$ cat config.mk
export PLATFORM = sky130hd
export DESIGN_NAME = icache_refill_axi
export DESIGN_NICKNAME = d
export VERILOG_FILES = /design/src/rtl/icache_refill_axi.sv
export SDC_FILE = /design/constraint.sdc
export NUM_CORES = 1
export LEC_CHECK = 0
export ABC_AREA = 0
export CAP_MARGIN = 20
export CORE_AREA = 2 2 248 250
export CTS_CLUSTER_DIAMETER = 40
export DETAILED_ROUTE_END_ITERATION = 10
export DIE_AREA = 0 0 250 252
export DONT_BUFFER_PORTS = 1
export PLACE_DENSITY = 0.54
export SLEW_MARGIN = 20
export SYNTH_ARGS = -nofsm -noshare
export SYNTH_HDL_FRONTEND = slang
export SYNTH_SLANG_ARGS = --single-unit
$ cat constraint.sdc
create_clock -name clk -period 2.25 [get_ports clk]
set_input_delay 0.225 -clock clk [delete_from_list [all_inputs] [get_ports clk]]
set_output_delay 0.225 -clock clk [all_outputs]
set_load 0.02 [all_outputs]
$ cat src/rtl/icache_refill_axi.sv
// icache_refill_axi: instruction-cache line refill engine (read-only AXI4 master).
//
// On a line-fill request it issues one INCR burst of BEATS x 32-bit beats for the line.
// It packs the returned beats into a LINE_WD-bit line. It then presents the line to the
// cache with a single-cycle reload pulse.
//
// Ports:
//   clk, reset        system clock; synchronous active-high reset
//   rd_req, rd_addr   line-fill request and line address from the icache
//   reload            one-cycle pulse, cacheline_new valid
//   cacheline_new     assembled line, beat k at [32k+31:32k]
//   busy              engine is not idle
//   ar*               AXI4 read address channel (master side)
//   r*                AXI4 read data channel (master side)
module icache_refill_axi #(
    parameter logic [3:0]  AXI_ID  = 4'h0,
    parameter int unsigned BEATS   = 16,
    parameter int unsigned LINE_WD = 512
) (
    input  logic               clk,
    input  logic               reset,
    input  logic               rd_req,
    input  logic [31:0]        rd_addr,
    output logic               reload,
    output logic [LINE_WD-1:0] cacheline_new,
    output logic               busy,
    output logic [3:0]         arid,
    output logic [31:0]        araddr,
    output logic [7:0]         arlen,
    output logic [2:0]         arsize,
    output logic [1:0]         arburst,
    output logic               arvalid,
    input  logic               arready,
    input  logic [3:0]         rid,
    input  logic [31:0]        rdata,
    input  logic [1:0]         rresp,
    input  logic               rlast,
    input  logic               rvalid,
    output logic               rready
);

    localparam int unsigned CNT_WD = (BEATS > 1) ? $clog2(BEATS) : 1;

    typedef enum logic [1:0] {StIdle, StAr, StR, StDone} state_e;

    state_e              state_q, state_d;
    logic [25:0]         line_addr_q, line_addr_d;
    logic [CNT_WD-1:0]   beat_q, beat_d;
    logic [LINE_WD-1:0]  line_q, line_d;
    logic                beat_ok;
    logic                unused_inputs;

    // Response code and rlast play no part: the burst ends by beat count.
    assign unused_inputs = ^{rresp, rlast, rd_addr[5:0]};

    // Beats carrying a foreign ID are still acknowledged (rready is high) but never stored.
    assign beat_ok = (state_q == StR) && rvalid && (rid == AXI_ID);

    always_comb begin
        state_d     = state_q;
        line_addr_d = line_addr_q;
        beat_d      = beat_q;
        line_d      = line_q;
        unique case (state_q)
            StIdle: begin
                if (rd_req) begin
                    line_addr_d = rd_addr[31:6];
                    beat_d      = '0;
                    state_d     = StAr;
                end
            end
            StAr: begin
                if (arready) begin
                    state_d = StR;
                end
            end
            StR: begin
                if (beat_ok) begin
                    for (int k = 0; k < int'(BEATS); k++) begin
                        if (beat_q == CNT_WD'(k)) begin
                            line_d[32*k +: 32] = rdata;
                        end
                    end
                    beat_d = beat_q + CNT_WD'(1);
                    if (beat_q == CNT_WD'(BEATS - 1)) begin
                        state_d = StDone;
                    end
                end
            end
            // rd_req may still be high here (tag not yet written); it is not re-sampled.
            StDone: begin
                state_d = StIdle;
            end
            default: begin
                state_d = StIdle;
            end
        endcase
    end

    always_ff @(posedge clk) begin
        if (reset) begin
            state_q     <= StIdle;
            line_addr_q <= '0;
            beat_q      <= '0;
            line_q      <= '0;
        end else begin
            state_q     <= state_d;
            line_addr_q <= line_addr_d;
            beat_q      <= beat_d;
            line_q      <= line_d;
        end
    end

    // All handshake outputs decode the registered state: no arready -> arvalid path.
    assign arvalid       = (state_q == StAr);
    assign rready        = (state_q == StR);
    assign reload        = (state_q == StDone);
    assign busy          = (state_q != StIdle);
    assign araddr        = {line_addr_q, 6'b0};
    assign arid          = AXI_ID;
    assign arlen         = 8'(BEATS - 1);
    assign arsize        = 3'b010;
    assign arburst       = 2'b01;
    assign cacheline_new = line_q;

endmodule

== After elaboration in Yosys (flattened, before gate mapping) ==
Index checks and enable logic that the tools add are counted.

* Bits in registers: 544
* Word-level logic and storage cells: 76

* Add/subtract/negate cells: 1
* Eq/ne operators: 22
* Muxes and demuxes: 8
* Reductions and logical operators: 26

{| class="wikitable"
|+ Operators by type and width
! operator !! number
|-
| 3-bit AND reduction || 17
|-
| 4-bit equality test (second input constant) || 8
|-
| 4-bit by 3-bit equality test with 1-bit output (second input constant) || 4
|-
| 4-bit by 2-bit equality test with 1-bit output (second input constant) || 2
|-
| 4-bit zero test || 2
|-
| 2-bit two-way mux || 4
|-
| 4-bit two-way mux || 2
|-
| 2-bit case mux with 4 select lines || 1
|-
| 4-bit case mux with 2 select lines || 1
|-
| 2-bit by 1-bit inequality test with 1-bit output (second input constant) || 3
|-
| 4-bit by 1-bit adder with 4-bit output (second input constant) || 1
|-
| 2-bit equality test (second input constant) || 2
|-
| 4-bit by 1-bit equality test with 1-bit output (second input constant) || 1
|-
| 4-bit AND reduction || 1
|-
| 2-bit nonzero test || 2
|-
| 2-bit by 1-bit equality test with 1-bit output (second input constant) || 1
|-
| 1-bit logical AND || 2
|-
| 2-bit zero test || 1
|-
| 2-bit inequality test (second input constant) || 1
|-
| 2-bit AND reduction || 1
|}

== Longest topological paths before layout ==
* Word-level depth: 5
* Gate-level depth with buffers: 9
* Depth with buffers taken out: 6

== Worst setup path before layout ==
Ideal clock, no wire load.

* Path kind: register -> register
* From: reg state_q[0]
* To: reg line_q[405], in the netlist cacheline_new[405]
* Setup time: 0.068 ns
* Arrival time: 1.932 ns
* Required time: 2.182 ns
* Path slack: 0.250 ns
* Stages on the path, launching flop included: 9
* Period minus slack after synthesis: 2.000 ns
* Cells stage by stage: dfxtp_1 inv_1 ha_1 buf_2 nand4bb_1 nor3_4 buf_6 nand2_1 a21oi_2

* Word-level cells in the longest chain between the ends: 4

{| class="wikitable"
|+ Ends and longest elaborated chain
! element !! line !! RTL
|-
| start: declaration || 46 || <nowiki>state_e state_q, state_d;</nowiki>
|-
| start signal: assignment || 102 || <nowiki>state_q <= StIdle;</nowiki>
|-
| start signal: assignment || 107 || <nowiki>state_q <= state_d;</nowiki>
|-
| 2-bit equality test (*) || n/a ||
|-
| via rready || 39 || <nowiki>output logic rready</nowiki>
|-
| 1-bit logical AND (2 in series) || 57 || <nowiki>assign beat_ok = (state_q == StR) && rvalid && (rid == AXI_ID);</nowiki>
|-
| 3-bit AND reduction (no source line) (*) || n/a ||
|-
| end signal: assignment || 110 || <nowiki>line_q <= line_d;</nowiki>
|-
| end: declaration || 49 || <nowiki>logic [LINE_WD-1:0] line_q, line_d;</nowiki>
|}

The timed path passes the listed nets; every way through them passes the cells marked *.
A chain may end at the register's enable or synchronous reset.

== Final worst setup path ==
* From: reg state_q[1]
* To: reg line_addr_q[19]

* Word-level cells in the longest chain between the ends: 2

{| class="wikitable"
|+ Ends and longest elaborated chain
! element !! line !! RTL
|-
| 2-bit zero test || 64 || <nowiki>unique case (state_q)</nowiki>
|-
| 2-bit AND reduction (no source line) || n/a ||
|-
| end signal: assignment || 108 || <nowiki>line_addr_q <= line_addr_d;</nowiki>
|-
| end: declaration || 47 || <nowiki>logic [25:0] line_addr_q, line_addr_d;</nowiki>
|}

No other way between the ends.

==> run summary <==
Buffer levels on the longest clock path: 3. Area fraction in and, or, nand and nor cells after synthesis: 23.0%. The reported max-cap violation count came out at 0. In this run the core area contains 90 standard-cell rows.

In this run, synthesis produced a sequential element count of 544. In this run, distinct cell masters in the synthesized netlist total 34. The run gives 6 as the number of antenna violations at the first check in global routing.

TritonCTS built the clock tree. The cell area reported after detailed placement was 20300 um^2; the count of flip-flops with a built-in enable after synthesis was 0. The fraction of layout instances using a drive strength above 1 is 8.89%. In the post-synthesis netlist, the cell with the most instances is sky130_fd_sc_hd__nand2_1. The tools report the launch instance of the worst register-to-register path as state_q[1]. The die is 250 um wide. The worst-case IR drop observed on VDD is 0.675 mV.

Summing the areas of all compound-gate instances in the mapped netlist gives 14.3% of the synthesized area. Via count of the first global-routing pass: 16311. Classification of the worst-slack hold path: in -> reg.

For this design the top-level I/O count stands at 641. Clock tree synthesis inserted a total of 83 buffers. Sorting the synthesized cells by how often they occur yields 1078 x sky130_fd_sc_hd__nand2_1, 544 x sky130_fd_sc_hd__dfxtp_1, 532 x sky130_fd_sc_hd__a21oi_1. Setup violations remaining at the end of the flow were counted as 0. Yosys attributes the largest share of cell area to sky130_fd_sc_hd__dfxtp_1 55%, sky130_fd_sc_hd__nand2_1 20%, sky130_fd_sc_hd__a21oi_1 13%. Summed over all layers, the routed wires come to 75200 um. The async set or reset register ratio after synthesis was 0%. The period utilization works out to 97.2%.

Summed over all nets, the half-perimeter wirelength after detailed placement is 47300 um. After detailed routing, the number of remaining DRC violations is 0. Detail-routed net length per standard cell: 22.5 um. For the sequential element share of the synthesized area, the log shows 55.0%. In this run the power density over the cells is 1010 nW/um^2. The maximum fanout encountered on the critical timing path is 26, and the clock insertion delay at the later pin of the skew report is 630 ps.

The share of the synthesized area in the top cell type was 55.0%. The pre-antenna-repair detailed-routing pass consisted of 6 iterations. The number of hold violations in the final report was 203; the worst-margin pin slew was 1210 ps.

The initial cell density of the core was 32.9%; the leftover overflow at the end of global routing was 0. The dominant combinational cell family by area after synthesis is simple AND/OR/NAND/NOR gates. The most used flip-flop cell after synthesis is sky130_fd_sc_hd__dfxtp_1. The number of violations reported at the end of detailed-routing iteration 0 came out at 1508. The category of the most critical setup path is reg -> reg.

Setup repair after global routing left no endpoint under its margin. Derived from the worst setup path, the maximum achievable clock frequency is 457 MHz. Once detail routing completed, the nets flagged for antenna violations numbered 0. Adding up every negative setup slack in the final design gives 0 ps.

The run finished, with violations left. The top routing layer in use is met5. Once layout is done, the placed cells without fillers occupy 24200 um^2. The H-tree level count is 3, and the pin count of the biggest net entering global routing is 545. The final reports fail on negative hold slack. Logic depth of the worst register-to-register path: 7. The path with the worst hold slack has its endpoint at cacheline_new[27]. Counting I/O delays and the setup requirement, the final critical path takes 2190 ps. The run gives 60100 um^2 as the area of the placeable core. Summing the areas of all xor and xnor instances in the mapped netlist gives 0% of the synthesized area. The total power was 24.5 mW; the post-synthesis share of cell area spent on full adders, half adders and majority gates was 0.569%. The worst pin sits at a relative slew slack of 18.9%.

The run gives 2710 ps as the critical path arrival. In this run the tool buffered the top-level ports with 0 buffer cells. In this run the critical register-to-register path is captured at line_addr_q[19].

The post-synthesis instance area is 19800 um^2, and the maximum clock skew at final layout is 50.0 ps. The routed design uses 8530 um of met3 wire. In this run, placement finished with an instance count of 3101.

The filler-free cell count of the finished design is 3338. The cell sitting at the root of the clock tree is a sky130_fd_sc_hd__clkbuf_16. STA classifies the critical path endpoint as a flop.

For the first-pass GRT wire length, the log shows 107000 um. At the end of routability-driven placement, the weighted congestion stood at 0.807. The cell type with the largest total area after synthesis is sky130_fd_sc_hd__dfxtp_1. The logs give 2780 ps for the required time at the worst-slack endpoint and 60 ps for the worst-case register-to-register setup slack. Setup slack closes at 63.7 ps.

The die height came out at 252 um. The worst setup path is launched from a flop. The logs give -308 ps for the worst hold-check slack and 0 for the number of post-CTS setup repair buffers. The total number of vias was 17032; the standby leakage power was 8.15 nW. The die covers 63000 um^2. The worst hold path begins at reset. The depth of the worst hold-timing path works out to 1. Prior to clock tree synthesis, the placed netlist has a worst setup slack of 181 ps. The layout net count is 2574, and the number of sinks handled by clock tree synthesis is 544. After clock tree synthesis, the clock-pin slew on the worst setup and hold paths is 60 ps. Compared with the post-synthesis result, the final layout area differs by 22.0%. Counting every instance in the synthesized netlist gives 2514. After detailed routing, the wire length on met1 is 29000 um.

The core utilization of the finished layout is 40.2%. In the routed layout, each cell is associated on average with a via count of 5.10. The routed length on met2 is 35600 um, and the fraction of synthesized area in multiplexers is 0%. The logs give 0 for the count of pins over their slew limit and 0 for the number of synthesis warnings.

Across every metal layer, demand over resource in global routing totals 22.8%. The average instance in the mapped netlist occupies 7.87 um^2.
placed cells by master (no fill, tap or decap), types with 5 or more instances in the layout:
cell type	n
sky130_fd_sc_hd__buf_4	8
sky130_fd_sc_hd__clkbuf_1	11
sky130_fd_sc_hd__ha_1	8
sky130_fd_sc_hd__a21oi_2	10
sky130_fd_sc_hd__inv_8	5
sky130_fd_sc_hd__dfxtp_1	544
sky130_fd_sc_hd__nand3_2	10
sky130_fd_sc_hd__inv_6	5
sky130_fd_sc_hd__inv_1	8
sky130_fd_sc_hd__clkinv_2	6
sky130_fd_sc_hd__a21oi_1	532
sky130_fd_sc_hd__buf_12	41
sky130_fd_sc_hd__clkbuf_16	86
sky130_fd_sc_hd__nand3_1	8
sky130_fd_sc_hd__clkbuf_8	16
sky130_fd_sc_hd__nand2b_1	5
sky130_fd_sc_hd__nor3_4	12
sky130_fd_sc_hd__dlygate4sd3_1	76
sky130_fd_sc_hd__clkinvlp_4	6
sky130_fd_sc_hd__conb_1	23
sky130_fd_sc_hd__bufinv_16	7
sky130_fd_sc_hd__nand2_1	1078
where the power goes:
group / switching [mW] / internal (mW) / total [mW]
combinational: 0.811 / 0.422 / 1.23
clock: 4.86 / 8.43 / 13.3
sequential: 0.198 / 9.75 / 9.95
kinds of logic (layout without fill, tap and decap cells):
kind of cell | count (synthesis) | after routing
AND/OR/NAND/NOR | 1139 | 1139
AO/OA/AOI/OAI | 555 | 555
flip-flops | 544 | 544
buffers and inverters | 265 | 284
adder cells (fa/ha/maj) | 9 | 9
other | 2 | 25
worst max-delay path by stage:
| stage | cells past startpoint | from | slack [ps] | endpoint |
|---|---|---|---|---|
| 2_1_floorplan | 8 | state_q[0] | 250 | cacheline_new[405] |
| 3_3_place_gp | 7 | state_q[0] | 260 | cacheline_new[356] |
| 3_5_place_dp | 7 | state_q[0] | 180 | cacheline_new[261] |
| 4_1_cts | 8 | state_q[0] | 30 | state_q[0] |
| 6_report | 7 | state_q[1] | 60 | line_addr_q[19] |
| 5_1_grt | 8 | state_q[0] | 9 | state_q[0] |
sequential cells by signal (all words and copies together), names as in the netlist:
signal / cells
state_q: 2
cacheline_new: 512
line_addr_q: 26
beat_q: 4
critical path: stages (launching register included):
cell	delay, ps
sky130_fd_sc_hd__dfxtp_1	330
sky130_fd_sc_hd__inv_1	130
sky130_fd_sc_hd__ha_1	230
sky130_fd_sc_hd__and2_1	210
sky130_fd_sc_hd__buf_6	290
sky130_fd_sc_hd__nand2_1	160
sky130_fd_sc_hd__a21oi_1	160
sky130_fd_sc_hd__dlygate4sd3_1	570
timing repair:
| action | CTS | global route |
|---|---|---|
| endpoints found under the setup margin | 0 | 14 |
| resized for setup | 0 | 2 |
| hold buffers | 76 | 9 |
| endpoints found under the hold margin | 544 | 421 |
area by class of cell:
class / instances / area [um^2]
Antenna cell: 2 / 5.00
Clock buffer: 113 / 2410
Clock inverter: 37 / 524
Fill cell: 5926 / 36000
Inverter: 8 / 30.0
Multi-Input combinational cell: 1726 / 7660
Sequential cell: 544 / 10900
Tap cell: 782 / 978
Timing Repair Buffer: 126 / 1650
per-layer routing:
layer  GRT usage (%)  vias up
li1                -     7966
met1            26.4     8074
met2            38.1      847
met3            8.86      143
met4            8.13        2
met5               0        -
No activity file was read; power rests on OpenSTA's default activity.
